## config.mk

```make
export PLATFORM = sky130hd
export DESIGN_NAME = ssram_target
export DESIGN_NICKNAME = d
export VERILOG_FILES = /design/src/rtl/ssram_target.sv
export SDC_FILE = /design/constraint.sdc
export NUM_CORES = 1
export LEC_CHECK = 0
export ABC_CLOCK_PERIOD_IN_PS = 2500
export BUFFER_PORTS_ARGS = -buffer_cell sky130_fd_sc_hd__buf_4
export CELL_PAD_IN_SITES_DETAIL_PLACEMENT = 1
export CELL_PAD_IN_SITES_GLOBAL_PLACEMENT = 1
export CORE_MARGIN = 10
export CORE_UTILIZATION = 33
export CTS_CLUSTER_SIZE = 10
export DETAILED_ROUTE_END_ITERATION = 6
export HOLD_SLACK_MARGIN = 0.05
export PLACE_DENSITY = 0.92
export SLEW_MARGIN = 15
export SYNTH_ARGS = -nofsm -noshare
export SYNTH_HDL_FRONTEND = slang
export SYNTH_SLANG_ARGS = --single-unit
```

## constraint.sdc

```tcl
create_clock -name clock -period 2.5 [get_ports clock]
set_clock_uncertainty 0.2 [all_clocks]
set_input_delay 0.25 -clock clock [delete_from_list [all_inputs] [get_ports clock]]
set_output_delay 0.25 -clock clock [all_outputs]
set_load 0.01 [all_outputs]
```

## src/rtl/ssram_target.sv

```systemverilog
// ssram_target: bus responder turning one CPU bus cycle into one pipelined SSRAM word access (1M x 32, chipselect 4'h6).
// Latency: read ready READ_LATENCY+1 clocks after the address-strobe clock; write ready 2 clocks after the write strobe (1 when posted).
// Backpressure: ready is held while read||write stays asserted; a new start is only accepted in IDLE, otherwise ignored.
// Optional feature: define SSRAM_POSTED_WRITE_EN to drop the write recovery state (write ready the clock after the strobe).
module ssram_target #(
    parameter int READ_LATENCY = 2,
    parameter int AW           = 20
) (
    input  logic          clock,
    input  logic          reset,
    input  logic          select,
    input  logic          read,
    input  logic          write,
    input  logic          start,
    input  logic          buswrite,
    input  logic [31:0]   address,
    input  logic [3:0]    be,
    input  logic [31:0]   data_in,
    output logic [31:0]   data_out,
    output logic          ready,
    output logic [AW-1:0] sram_addr,
    output logic          sram_adsc_n,
    output logic          sram_we_n,
    output logic          sram_oe_n,
    output logic [3:0]    sram_be_n,
    output logic [31:0]   sram_dq_out,
    output logic          sram_dq_oe,
    input  logic [31:0]   sram_dq_in
);

    // WSTB is the clock on which the write strobe is visible on the pins;
    // WREC is the data hold clock after it.
`ifdef SSRAM_POSTED_WRITE_EN
    typedef enum logic [2:0] {IDLE, WWAIT, WSTB, RCMD, RWAIT, DONE} state_t;
`else
    typedef enum logic [2:0] {IDLE, WWAIT, WSTB, WREC, RCMD, RWAIT, DONE} state_t;
`endif

    state_t     state;
    logic [2:0] lat_cnt;

    // Address bits outside the word index are intentionally ignored.
    logic unused_addr_bits;
    assign unused_addr_bits = ^{address[31:AW+2], address[1:0]};

    // Access sequencer: every pin and status output is a register set on entry to the state that shows it.
    always_ff @(posedge clock) begin
        if (reset) begin
            state       <= IDLE;
            ready       <= 1'b0;
            data_out    <= '0;
            sram_addr   <= '0;
            sram_adsc_n <= 1'b1;
            sram_we_n   <= 1'b1;
            sram_oe_n   <= 1'b1;
            sram_be_n   <= 4'hF;
            sram_dq_out <= '0;
            sram_dq_oe  <= 1'b0;
            lat_cnt     <= '0;
        end else begin
            case (state)
                IDLE: begin
                    ready <= 1'b0;
                    if (start && select && (read || write)) begin
                        sram_addr <= address[AW+1:2];
                        sram_be_n <= ~be;
                        if (write) begin
                            // Write wins when both directions are requested.
                            state <= WWAIT;
                        end else begin
                            sram_adsc_n <= 1'b0;
                            sram_oe_n   <= 1'b0;
                            state       <= RCMD;
                        end
                    end
                end

                WWAIT: begin
                    // A CPU that gave up before the write phase gets no SSRAM write.
                    if (!read && !write) begin
                        state <= IDLE;
                    end else if (buswrite) begin
                        sram_adsc_n <= 1'b0;
                        sram_we_n   <= 1'b0;
                        sram_dq_oe  <= 1'b1;
                        sram_dq_out <= data_in;
                        state       <= WSTB;
                    end
                end

                WSTB: begin
                    // Strobe lasts one clock; data keeps driving for hold time.
                    sram_adsc_n <= 1'b1;
                    sram_we_n   <= 1'b1;
`ifdef SSRAM_POSTED_WRITE_EN
                    ready       <= 1'b1;
                    state       <= DONE;
`else
                    state       <= WREC;
`endif
                end

`ifdef SSRAM_POSTED_WRITE_EN
                // Posted writes finish from WSTB; the bus is released in DONE.
`else
                WREC: begin
                    sram_dq_oe <= 1'b0;
                    ready      <= 1'b1;
                    state      <= DONE;
                end
`endif

                RCMD: begin
                    sram_adsc_n <= 1'b1;
                    lat_cnt     <= 3'(READ_LATENCY - 1);
                    state       <= RWAIT;
                end

                RWAIT: begin
                    if (!read) begin
                        // Abandoned read: leave data_out alone, release the bus.
                        sram_oe_n <= 1'b1;
                        lat_cnt   <= '0;
                        state     <= IDLE;
                    end else if (lat_cnt == 3'd0) begin
                        data_out  <= sram_dq_in;
                        sram_oe_n <= 1'b1;
                        ready     <= 1'b1;
                        state     <= DONE;
                    end else begin
                        lat_cnt <= lat_cnt - 3'd1;
                    end
                end

                DONE: begin
                    // Posted writes still own the data bus for their first DONE clock.
                    sram_dq_oe <= 1'b0;
                    if (!read && !write) begin
                        ready <= 1'b0;
                        state <= IDLE;
                    end
                end

                default: begin
                    state <= IDLE;
                end
            endcase
        end
    end

endmodule

```

==> metrics list <==
* Last weighted congestion value of the routability-driven placer: 0.780
* Layout area overhead: 72.3%
- Outcome: finished, final reports clean
- Die span in y: 126 um
- Area inside the core boundary: 0.0109 mm2
* Number of buffers between clock root and the deepest sink: 2
* WS Path Type: reg -> reg
- Timing would allow up to 478 MHz.
- STA classifies the critical path startpoint as a flip-flop.
* CTS tree: done
- The worst pin sits at a relative slew slack of 0.672.
* First-pass GRT wire length: 27200 um
- Path category of the worst min-delay check: in -> reg
- Vias: 4338
- Largest delay contributor family on the critical path: compound AO/OA/AOI/OAI gates
- DPL Wire Length: 10300 um
- Number of rows created at floorplan: 38
* Overall global routing resource usage: 0.212
- Number of fill cells in the layout: 1294
- For this design, the slowest cell found on the critical path is sky130_fd_sc_hd__dfxtp_1.
- The worst hold path passes through 2 cells.
- Counting the buffers created by CTS gives 9.
- Finish-stage setup viols: 0
* Post-detailed-route via-to-cell ratio: 4.96
- Slack of the worst reg-to-reg path: slightly above 0.4 ns
* Commonest non-fill, non-tap cell in the layout: sky130_fd_sc_hd__buf_4
* Die Footprint: 0.0159 mm2
- In the synthesized netlist, the number of instances is 468.
* Placement-stage cell area: 0.00520 mm2
- After synthesis, the mean cell area works out to roughly 7.9 um2.
- At the pin with the least slew margin, the transition time is 0.491 ns.
- Global routing finished with a remaining overflow of 0.
* Root Buffer Master: sky130_fd_sc_hd__clkbuf_16
- FFs w/ async S/R, synth: 0
* Fraction of final layout cells with drive strength greater than 1: 0.295
* I/O Buffers: 187
* Commonest register cell after synthesis: sky130_fd_sc_hd__dfxtp_1
- The first detailed-routing pass took 4 iterations.
- Width of the die: 126 um
- The final max-slew violation count was 0.
* Proportion of synthesized chip area in sequential cells: 0.533
* Static leakage power: 2.70 nW
- Maximum number of pins on one net before global-route repair: 66
- Vias in the first global route: 4981
- Total Negative Setup Slacks: 0 ns
* Number of flops mapped to enable cells by yosys: 0
- In this run, synthesis produced a sequential element count of around 100.
* Number of nets in the final layout: 836
- Critical path, cell by cell: nor2b_1 -> and2_1 -> a311o_2 -> o41ai_2
- When the netlist entered floorplanning its net count stood at 577.
* Postcts setup bufs: 0
* Logic depth of the worst path, buffers included: 4
* Starting DRC count in detailed routing: 249
* IO Count: 200
- After detailed routing, the average wire length per cell comes to ~20 um.
- The routed design has 17500 um of wire.
- STA classifies the critical path endpoint as a flip-flop.
- Antenna violations before repair: 3
* Post-route cell area: ~0.0064 mm2
* CTS H-tree lvls: 3
- Count of yosys warnings during synthesis: 0
- Counting every sink on the clock net gives between 90 and 100.
- For this configuration, the core starts out at a cell density of 0.340.
- Total power density per cell area: between 700 and 800 mW/mm2
* Max-cap viol count: 0
- R2r worst-path depth: 4
* Hold Vio Cnt, Final: 0
- CP Data Required Time: roughly 2.6 ns
* Unrepaired setup endpoints after global routing: false
- At the later pin of the worst-skew pair, clock insertion delay measures between 0.3 and 0.4 ns.
- Number of buffers and inverters on the critical path: 0
- The top cell types in the final layout, fill and taps aside, are 194 x sky130_fd_sc_hd__buf_4, 179 x sky130_fd_sc_hd__nand2_1, 99 x sky130_fd_sc_hd__dfxtp_1.
* Clk slew on worst S/H paths: 0.07 ns
- Of the available clock period, the critical path in the final layout requires 0.837.
* Max IR drop VDD: 404 uV
- Clock period minus final worst setup slack: 2.09 ns
* Netlist area before placement: 0.00372 mm2
* Critical Path AT: 2.14 ns
- For this run, design rule violations remaining after detail routing come to 0.
- Count of nets left with antenna violations after detail routing: 0
* Highest net fanout along the worst path: 14
* Count of cell types in the netlist: 41
- In this design, the stage delay of the slowest critical-path cell is 0.63 ns.
[power by group]
group | total (W) | internal, W | switching [W]
Combinational | 0.00124 | 0.000582 | 0.000661
Clock | 0.00149 | 0.000876 | 0.000618
Sequential | 0.00188 | 0.00174 | 0.000140
Total | 0.00462 | 0.00320 | 0.00142
[metal layers]
layer  vias to the layer above  GRT usage  part of all wire
met5                         -          0                 0
met4                         0      0.104             0.032
met3                        40     0.0663             0.062
met2                       158      0.396              0.54
met1                      2082      0.205              0.37
li1                       2058          -                 -
[flip-flops by register name, indices dropped and copies added (netlist names)]
register / count
data_out: 32
sram_dq_out: 32
sram_addr: 20
sram_be_n: 4
lat_cnt: 3
state: 3
ready: 1
sram_adsc_n: 1
sram_dq_oe: 1
sram_oe_n: 1
sram_we_n: 1
[area by class of cell]
| class | count | area, um2 | share of cell area |
|---|---|---|---|
| clock buffer | 11 | 233 | 0.0363 |
| tap | 140 | 175 | 0.0273 |
| timing repair buffer | 284 | 2370 | 0.369 |
| antenna | 3 | 7.51 | 0.00117 |
| multi-input combinational | 327 | 1540 | 0.241 |
| sequential | 99 | 1980 | 0.309 |
| clock inverter | 5 | 77.6 | 0.0121 |
| inverter | 6 | 22.5 | 0.00351 |
[Yosys cell counts (all sizes together) (3+ instances only)]
master  count  share of area
nand2     179           0.18
dfxtp      99           0.53
a21oi      88           0.12
buf        20          0.030
clkbuf     16          0.016
nor2        8         0.0094
o21ai       7         0.0094
inv         6         0.0061
o211ai      6          0.012
nand3       3         0.0040
nor3        3         0.0040
[logic make-up after synthesis]
kind of cell / synth area share
buf+inv: 0.0521
fa+ha+maj: 0.00673
xor+xnor: 0.00235
flops: 0.533
compound gates: 0.177
simple gates: 0.227
mux: 0.00269
[through the flow]
step                      power [W]   util  hold slack [ns]  std cells  setup slack (ns)
final                       0.00462  0.586           0.0995        875             0.408
after global routing        0.00486  0.586            0.112        875             0.274
after CTS                   0.00461  0.585           0.0913        872             0.415
after detailed placement    0.00300  0.476            0.250        767             0.467
after global placement      0.00293  0.476            0.242        767             0.546
after floorplan             0.00251      -            0.184        468             0.828
[final timing paths]
check / startpoint / endpoint
setup / recovery: state[1]$_SDFFE_PP0P_ / state[1]$_SDFFE_PP0P_
hold / removal: reset / lat_cnt[2]$_SDFFE_PP0P_
setup reg to reg: state[1]$_SDFFE_PP0P_ / state[1]$_SDFFE_PP0P_
hold reg to reg: sram_dq_out[30]$_SDFFE_PP0P_ / sram_dq_out[30]$_SDFFE_PP0P_
[timing repair]
item / in CTS / in global routing
resized for setup: 0 / 0
hold endpoints to repair: 89 / 0
hold buffers: 89 / 0
No activity file was read; power rests on OpenSTA's default activity.
